--- src/rtl/clock_en_ctrl_if.sv ---
// clock_en_ctrl_if
//   Host/debug-side bundle for the processor clock-enable controller.
//   Optional signal: cycle_cnt exists only when CLKCTL_CYCLE_CNT_EN is defined.
// Signals
//   run        host -> ctrl  level, free-run request
//   step       host -> ctrl  one-cycle pulse, single enable period from halt
//   div_req    host -> ctrl  divisor change request (rising edge captures div_val)
//   div_val    host -> ctrl  requested divisor (N-1)
//   div_ack    ctrl -> host  one-cycle pulse, new divisor in effect
//   div_cur    ctrl -> host  divisor currently in effect
//   ce_out     ctrl -> core  one-cycle clock-enable strobe
//   div_clk    ctrl -> core  toggles on every strobe (period 2N)
//   halted     ctrl -> host  high while halted
//   cycle_cnt  ctrl -> host  strobes issued (CLKCTL_CYCLE_CNT_EN only)
interface clock_en_ctrl_if #(
    parameter int DIV_W = 4
`ifdef CLKCTL_CYCLE_CNT_EN
    , parameter int CNT_W = 32
`endif
);
    logic             run;
    logic             step;
    logic             div_req;
    logic [DIV_W-1:0] div_val;
    logic             div_ack;
    logic [DIV_W-1:0] div_cur;
    logic             ce_out;
    logic             div_clk;
    logic             halted;
`ifdef CLKCTL_CYCLE_CNT_EN
    logic [CNT_W-1:0] cycle_cnt;

    modport master (
        output run, step, div_req, div_val,
        input  div_ack, div_cur, ce_out, div_clk, halted, cycle_cnt
    );
    modport slave (
        input  run, step, div_req, div_val,
        output div_ack, div_cur, ce_out, div_clk, halted, cycle_cnt
    );
`else
    modport master (
        output run, step, div_req, div_val,
        input  div_ack, div_cur, ce_out, div_clk, halted
    );
    modport slave (
        input  run, step, div_req, div_val,
        output div_ack, div_cur, ce_out, div_clk, halted
    );
`endif
endinterface

--- src/rtl/clock_en_ctrl.sv ---
// clock_en_ctrl
//   Run/halt/step controller and programmable rate scheduler for the processor
//   clock. Issues a one-cycle enable strobe every N = div_cur+1 input cycles and
//   a toggle clock (div_clk) that flips on every strobe.
//   Optional feature macro: CLKCTL_CYCLE_CNT_EN adds the CNT_W parameter and the
//   cycle_cnt strobe counter.
// Ports
//   in_clk  input clock
//   rst     asynchronous active-high reset
//   bus     clock_en_ctrl_if.slave: run/step/divisor handshake and outputs
module clock_en_ctrl #(
    parameter int DIV_W   = 4,
    parameter int DIV_RST = 0
`ifdef CLKCTL_CYCLE_CNT_EN
    , parameter int CNT_W = 32
`endif
) (
    input  logic              in_clk,
    input  logic              rst,
    clock_en_ctrl_if.slave    bus
);

    typedef enum logic [1:0] {
        S_HALT = 2'd0,
        S_RUN  = 2'd1,
        S_STEP = 2'd2
    } state_t;

    state_t           state;
    state_t           state_nxt;
    logic [DIV_W-1:0] cnt;
    logic [DIV_W-1:0] div_cur;
    logic [DIV_W-1:0] pend_val;
    logic             pending;
    logic             req_d;
    logic             ce;
    logic             dclk;
    logic             ack;
    logic             halted_c;
    logic             terminal;
    logic             req_edge;
    logic             apply;

    // Last cycle of an enable period; the strobe itself appears one cycle later.
    assign terminal = ((state == S_RUN) || (state == S_STEP)) && (cnt == div_cur);
    assign req_edge = bus.div_req & ~req_d;
    // While halted there is no period in flight, so a pending divisor applies at once.
    assign apply    = pending & (terminal | (state == S_HALT));

    // FSM state register
    always_ff @(posedge in_clk or posedge rst) begin
        if (rst) begin
            state <= S_HALT;
        end else begin
            state <= state_nxt;
        end
    end

    // FSM next state: a running period always completes before halting.
    always_comb begin
        state_nxt = state;
        case (state)
            S_HALT: begin
                if (bus.run) begin
                    state_nxt = S_RUN;
                end else if (bus.step) begin
                    state_nxt = S_STEP;
                end
            end
            S_RUN: begin
                if (terminal && !bus.run) begin
                    state_nxt = S_HALT;
                end
            end
            S_STEP: begin
                if (terminal) begin
                    state_nxt = bus.run ? S_RUN : S_HALT;
                end
            end
            default: state_nxt = S_HALT;
        endcase
    end

    // FSM outputs
    always_comb begin
        halted_c = 1'b0;
        if (state == S_HALT) begin
            halted_c = 1'b1;
        end
    end

    // Period counter, divisor handshake and strobe generation
    always_ff @(posedge in_clk or posedge rst) begin
        if (rst) begin
            cnt     <= '0;
            req_d   <= 1'b0;
            pending <= 1'b0;
            div_cur <= DIV_W'(DIV_RST);
            ack     <= 1'b0;
            ce      <= 1'b0;
            dclk    <= 1'b0;
        end else begin
            if ((state == S_HALT) || terminal) begin
                cnt <= '0;
            end else begin
                cnt <= cnt + 1'b1;
            end

            req_d <= bus.div_req;
            // Capture and apply are mutually exclusive on pending, so an edge
            // arriving while a request is outstanding is simply dropped.
            if (apply) begin
                pending <= 1'b0;
                div_cur <= pend_val;
            end else if (req_edge && !pending) begin
                pending <= 1'b1;
            end
            ack <= apply;

            ce <= terminal;
            if (terminal) begin
                dclk <= ~dclk;
            end
        end
    end

    // Requested divisor holding register; only meaningful while pending is set.
    always_ff @(posedge in_clk) begin
        if (req_edge && !pending) begin
            pend_val <= bus.div_val;
        end
    end

`ifdef CLKCTL_CYCLE_CNT_EN
    logic [CNT_W-1:0] cycle_cnt;

    // Counted on the terminal cycle so the count moves together with ce_out.
    always_ff @(posedge in_clk or posedge rst) begin
        if (rst) begin
            cycle_cnt <= '0;
        end else if (terminal) begin
            cycle_cnt <= cycle_cnt + 1'b1;
        end
    end

    assign bus.cycle_cnt = cycle_cnt;
`endif

    assign bus.div_ack = ack;
    assign bus.div_cur = div_cur;
    assign bus.ce_out  = ce;
    assign bus.div_clk = dclk;
    assign bus.halted  = halted_c;

endmodule
--- src/flat_wrapper.sv ---
// flat-port wrapper written by rule: the top's interface ports become plain ports
module clock_en_ctrl_flat 
#(
    parameter int DIV_W   = 4,
    parameter int DIV_RST = 0

)
  (in_clk, rst, bus_run, bus_step, bus_div_req, bus_div_val, bus_div_ack, bus_div_cur, bus_ce_out, bus_div_clk, bus_halted);
  clock_en_ctrl_if #(.DIV_W(DIV_W)) bus_i ();
  input  logic in_clk;
  input  logic rst;
  input wire logic [$bits(bus_i.run)-1:0] bus_run;
  input wire logic [$bits(bus_i.step)-1:0] bus_step;
  input wire logic [$bits(bus_i.div_req)-1:0] bus_div_req;
  input wire logic [$bits(bus_i.div_val)-1:0] bus_div_val;
  output wire logic [$bits(bus_i.div_ack)-1:0] bus_div_ack;
  output wire logic [$bits(bus_i.div_cur)-1:0] bus_div_cur;
  output wire logic [$bits(bus_i.ce_out)-1:0] bus_ce_out;
  output wire logic [$bits(bus_i.div_clk)-1:0] bus_div_clk;
  output wire logic [$bits(bus_i.halted)-1:0] bus_halted;
  assign bus_i.run = bus_run;
  assign bus_i.step = bus_step;
  assign bus_i.div_req = bus_div_req;
  assign bus_i.div_val = bus_div_val;
  assign bus_div_ack = bus_i.div_ack;
  assign bus_div_cur = bus_i.div_cur;
  assign bus_ce_out = bus_i.ce_out;
  assign bus_div_clk = bus_i.div_clk;
  assign bus_halted = bus_i.halted;
  clock_en_ctrl #(.DIV_W(DIV_W), .DIV_RST(DIV_RST)) u_core (.in_clk(in_clk), .rst(rst), .bus(bus_i));
endmodule
--- config.mk ---
export PLATFORM = sky130hd
export DESIGN_NAME = clock_en_ctrl_flat
export DESIGN_NICKNAME = d
export VERILOG_FILES = /design/src/rtl/clock_en_ctrl_if.sv /design/src/rtl/clock_en_ctrl.sv /design/src/flat_wrapper.sv
export SDC_FILE = /design/constraint.sdc
export NUM_CORES = 1
export LEC_CHECK = 0
export ABC_AREA = 1
export BUFFER_PORTS_ARGS = -buffer_cell sky130_fd_sc_hd__buf_4
export CAP_MARGIN = 20
export CELL_PAD_IN_SITES_DETAIL_PLACEMENT = 1
export CELL_PAD_IN_SITES_GLOBAL_PLACEMENT = 2
export CORE_AREA = 4 4 55 57
export CTS_CLUSTER_DIAMETER = 30
export DETAILED_ROUTE_END_ITERATION = 8
export DIE_AREA = 0 0 59 61
export GPL_ROUTABILITY_DRIVEN = 0
export PLACE_DENSITY_LB_ADDON = 0.1
export RECOVER_POWER = 100
export SETUP_SLACK_MARGIN = 0.05
export SLEW_MARGIN = 0
export SYNTH_ARGS = -nofsm -noshare
export SYNTH_HDL_FRONTEND = slang
export SYNTH_SLANG_ARGS = --single-unit
export TNS_END_PERCENT = 50
--- constraint.sdc ---
create_clock -name in_clk -period 3.6 [get_ports in_clk]
set_input_delay 0 -clock in_clk [delete_from_list [all_inputs] [get_ports in_clk]]
set_output_delay 0 -clock in_clk [all_outputs]
set_load 0.02 [all_outputs]
Word-level counts from Yosys, hierarchy flattened

Cells that the tools add are included.

Muxes and demuxes: 10
Eq/ne operators: 6
Reduce and logical (&&, ||, !) cells: 10
$add $sub $neg: 1
Bitwise logic cells: 5

Operators with widths:

| kind                  | number |
|---|---|
| $mux W2               | 4 |
| $pmux W2 S3           | 1 |
| $add A4 B1 Y4 const B | 1 |
| $eq A4 B4 Y1          | 1 |
| $mux W1               | 4 |
| $mux W4               | 1 |
| $logic_and A1 B1 Y1   | 3 |
| $ne A3 B3 Y1 const B  | 1 |
| $reduce_and A3 Y1     | 1 |
| $and A1 B1 Y1         | 2 |
| $eq A2 B1 Y1 const B  | 1 |
| $eq A2 B2 Y1 const B  | 1 |
| $logic_not A1 Y1      | 2 |
| $logic_not A2 Y1      | 1 |
| $logic_or A1 B1 Y1    | 2 |
| $ne A2 B1 Y1 const B  | 1 |
| $ne A2 B2 Y1 const B  | 1 |
| $not A1 Y1            | 2 |
| $reduce_bool A2 Y1    | 1 |
| $or A1 B1 Y1          | 1 |

Output and inout port bits: 8
Register bits after elaboration: 19
Logic and storage cells: 41
Bits of input ports: 9

Logic depth before layout (Yosys ltp)

Depth after elaboration: 6
Gate-level depth with buffers: 9
Depth with buffers taken out: 9

Worst setup path before layout

OpenSTA, ideal clock, no wires.

Kind: register to register
From: register u_core.state[0]
To: register u_core.state[0]
Clock period less this slack: 1418 ps
Buffers on the path: 0
Slack: 2182 ps
Setup time: 116 ps
Cell stages (with the launch flop): 10
Arrival: 1302 ps
Path through: dfrtp_1 > inv_1 > ha_1 > nand2_2 > nor2_4 > nand3_4 > a21oi_2 > nand2_1 > nand2_1 > nand2_1

Longest elaborated chain between the ends: 6
Elaborated cells on any way between the ends: 11

RTL lines:

| what                                                | line                                     | source |
|---|---|---|
| start: declaration                                  | clock_en_ctrl.sv:29                      | `state_t state;` |
| start signal: assignment                            | clock_en_ctrl.sv:55                      | `state <= state_nxt;` |
| $eq A2 B1 Y1 / $eq A2 B2 Y1 (equally long branches) | clock_en_ctrl.sv:45, clock_en_ctrl.sv:62 |  |
| $logic_or A1 B1 Y1                                  | clock_en_ctrl.sv:45                      | `assign terminal = ((state == S_RUN) \|\| (state == S_STEP)) && (cnt == div_cur);` |
| $logic_and A1 B1 Y1                                 | clock_en_ctrl.sv:45                      |  |
| $logic_and A1 B1 Y1                                 | clock_en_ctrl.sv:71                      | `if (terminal && !bus.run) begin` |
| $ne A2 B2 Y1 (no line)                              | n/a                                      |  |
| $reduce_and A3 Y1 (no line)                         | n/a                                      |  |

Several ways; a longest one is shown, not always the timed one.
A chain may end at the register's enable or synchronous reset.

Worst setup path after layout

From: register u_core.state[0]
To: register u_core.div_cur[0], in the netlist u_core.bus.div_cur[0]

Longest elaborated chain between the ends: 5
Elaborated cells on any way between the ends: 7

RTL lines:

| what                                                | line                 | source |
|---|---|---|
| $eq A2 B1 Y1 / $eq A2 B2 Y1 (equally long branches) | clock_en_ctrl.sv:45  |  |
| $logic_or A1 B1 Y1                                  | clock_en_ctrl.sv:45  |  |
| $logic_and A1 B1 Y1                                 | clock_en_ctrl.sv:45  |  |
| $or A1 B1 Y1 (*)                                    | clock_en_ctrl.sv:48  | `assign apply = pending & (terminal \| (state == S_HALT));` |
| $and A1 B1 Y1 (*)                                   | clock_en_ctrl.sv:48  |  |
| net u_core.apply                                    | clock_en_ctrl.sv:42  | `logic apply;` |
| end signal: assignment                              | clock_en_ctrl.sv:98  | `div_cur <= DIV_W'(DIV_RST);` |
| end signal: assignment                              | clock_en_ctrl.sv:114 | `div_cur <= pend_val;` |
| end: declaration                                    | clock_en_ctrl.sv:32  | `logic [DIV_W-1:0] div_cur;` |

Mark *: on every way through the listed nets, which the timed path passes. The rest lies on a longest branch.

==> results_dict.tcl <==
set metrics [dict create \
    hold_viol_final 0 \
    hp-start "bus_step" \
    dp_slack_ps 1998 \
    worstSetupEndpointType "register" \
    synth_top_area_share_pct 43.54 \
    cts.path.max_buffers 2 \
    ys_warn_count 0 \
    dieArea_mm2 0.003599 \
    start_util_pct 34.80 \
    status "finished, final reports clean" \
    p_per_area_mw_per_mm2 755.4 \
    antenna_found_initial 0 \
    syn_inst 86 \
    cts.repair.resized 0 \
    worstSetupStartpointType "register" \
    ant_nets 0 \
    nets 127 \
    core_mm2 0.002477 \
    synth.distinct_cells 20 \
    synth.area.top_cells "dfrtp_1 44%, edfxtp_1 14%, nand2_1 7.8%, inv_1 6.1%, ha_1 5.8%" \
    setup_slack_ps 1628 \
    synth_seq_cells 19 \
    wl_per_cell_um 11.62 \
    clk_latency_ps 290 \
    met1_length_um 751 \
    cts_tree "built" \
    grt_usage_pct 11.54 \
    fin_area_mm2 0.001056 \
    cts-buffers-inserted 3 \
    ctsRootBufferMaster "clkbuf_4" \
    cts_hold_buf 7 \
    p_leak_nw 0.5137 \
    fp-row-count 18 \
    ioPinCount 17 \
    startpoint "u_core.state[0]" \
    grt_pass1_wl_mm 2.953 \
    post_cts_buffers 0 \
    synthArstFlopShare_pct 78.95 \
    path_cells "inv_1 > ha_1 > nand2_1 > nor2_4 > nand3_1 > a21oi_1 > nand2_1 > o21ai_0" \
    drc 0 \
    cp.arrival_ps 2190 \
    io_buffers 16 \
    h-tree-depth 1 \
    synthesis.area_um2 862.1 \
    slowest_delay_ps 550 \
    synth_top_area_cell "dfrtp_1" \
    path_common_cell "nand2_1" \
    fmax_mhz 507.1 \
    synth_edf_count 4 \
    maxCapViolations 0 \
    highest_layer "met4" \
    finalCriticalPeriod_ps 1972 \
    path_max_fanout 10 \
    drive_above_1_share_pct 13.27 \
    ys_seq_area_share_pct 57.47 \
    finalPower_w 0.0007977 \
    critical_path_class "reg2reg" \
    hold_path_class "in2reg" \
    vias 631 \
    dieHeight_um 61 \
    relSlewSlack_pct 59.62 \
    grt_max_degree 16 \
    dr_wl_met2_um 771 \
    whs_ps 220.9 \
    finalClockSkew_ps 1.565 \
    vdd_drop_max_v 0.0003481 \
    required_ps 3820 \
    cts.clk_slew.worst_paths_ps 110 \
    worst_slew_pin_slew_ps 605.7 \
    slew_viol_final 0 \
    postSynthAreaPerCell_um2 10.02 \
    reg2reg_from "u_core.state[0]" \
    routed_wl_mm 1.661 \
    crit_path_top_delay_cell "a21oi_1" \
    synthToLayoutAreaGrowth_pct 22.50 \
    grt_pass1_vias 659 \
    viasPerCell 4.413 \
    synth_flop_cell "dfrtp_1" \
    fin_crit_sh_pct 54.78 \
    clock-sinks 19 \
    drtIter0Drc 17 \
    grt_setup_unrepaired "no" \
    tns_ps 0 \
    dr.pass1.iters 4 \
    place_area_mm2 0.001020 \
    grt-ovfl-total 0 \
    syn_nets 99 \
    post-dp-hpwl_mm 1.297 \
    wl_met3_um 94 \
    final_common_cell "nand2_1" \
    diodes 0 \
    final_cell_mix "19 x nand2_1, 15 x dfrtp_1, 14 x inv_1" \
    die_x_um 59 \
    setup_viol 0 \
]
worst max-delay path: cells and delay by family (launching register included):
family                     cells  cell delay (ps)
AOI/OAI and AO/OA              2              660
buffers and inverters          1               80
DFF                            1              400
and+or+nand+nor                4              490
adders and majority gates      1              270
routing by layer:
metal / up-vias / GRT usage, %
met4: 0 / 7.767
met1: 291 / 14.59
met3: 4 / 2.553
li1: 321 / -
met5: - / 0
met2: 15 / 17.67
logic make-up (layout without fill, tap and decap cells):
group,Yosys count,in the layout,share of synthesized area [%]
adder cells (fa/ha/maj),4,4,5.806
buffers and inverters,15,42,6.531
AND/OR/NAND/NOR,37,37,20.32
flip-flops,19,19,57.48
XOR/XNOR,4,4,4.065
AO/OA/AOI/OAI,7,7,5.806
synth_stat cells (2+ instances only):
library cell / instances
nor2_1: 9
inv_1: 14
o21ai_1: 4
nand2_1: 18
xnor2_1: 3
edfxtp_1: 4
dfrtp_1: 15
ha_1: 4
nand3_1: 3
nand2_2: 2
through the flow:
stage | cells | util (%)
after floorplan | 86 | -
after global placement | 132 | 41.16
after detailed placement | 132 | 41.16
after CTS | 143 | 45.05
after global routing | 143 | 42.63
final | 143 | 42.63
cell type report:
type                            count  area [um2]
Clock buffer                        4       26.28
Fill cell                         306        1421
Inverter                           15       56.30
Multi-Input combinational cell     52       280.3
Sequential cell                    19       495.5
Tap cell                           30       37.54
Timing Repair Buffer               23       160.2
power breakdown:
| part | switching [W] | internal [W] |
|---|---|---|
| logic | 0.000233 | 0.000118 |
| clock network | 0.0000654 | 0.0000431 |
| registers | 0.0000492 | 0.000289 |
path summary, 6_finish.rpt:
check                                         to  slack [ps]  cells past startpoint
setup / recovery           u_core.bus.div_cur[0]        1630                      8
hold / removal                   u_core.state[0]         220                      5
setup reg to reg           u_core.bus.div_cur[0]        1630                      8
hold reg to reg            u_core.bus.div_cur[1]         460                      2
max in group asynchronous          u_core.cnt[0]        2890                      3
min in group asynchronous           u_core.req_d         320                      3
registers in the layout, summed over array words and instances, names as in the netlist:
register            cells
u_core.req_d            1
u_core.bus.div_clk      1
u_core.bus.div_cur      4
u_core.bus.div_ack      1
u_core.state            2
u_core.pending          1
u_core.pend_val         4
u_core.bus.ce_out       1
u_core.cnt              4
Note: power is estimated with default switching activity, not from simulation.
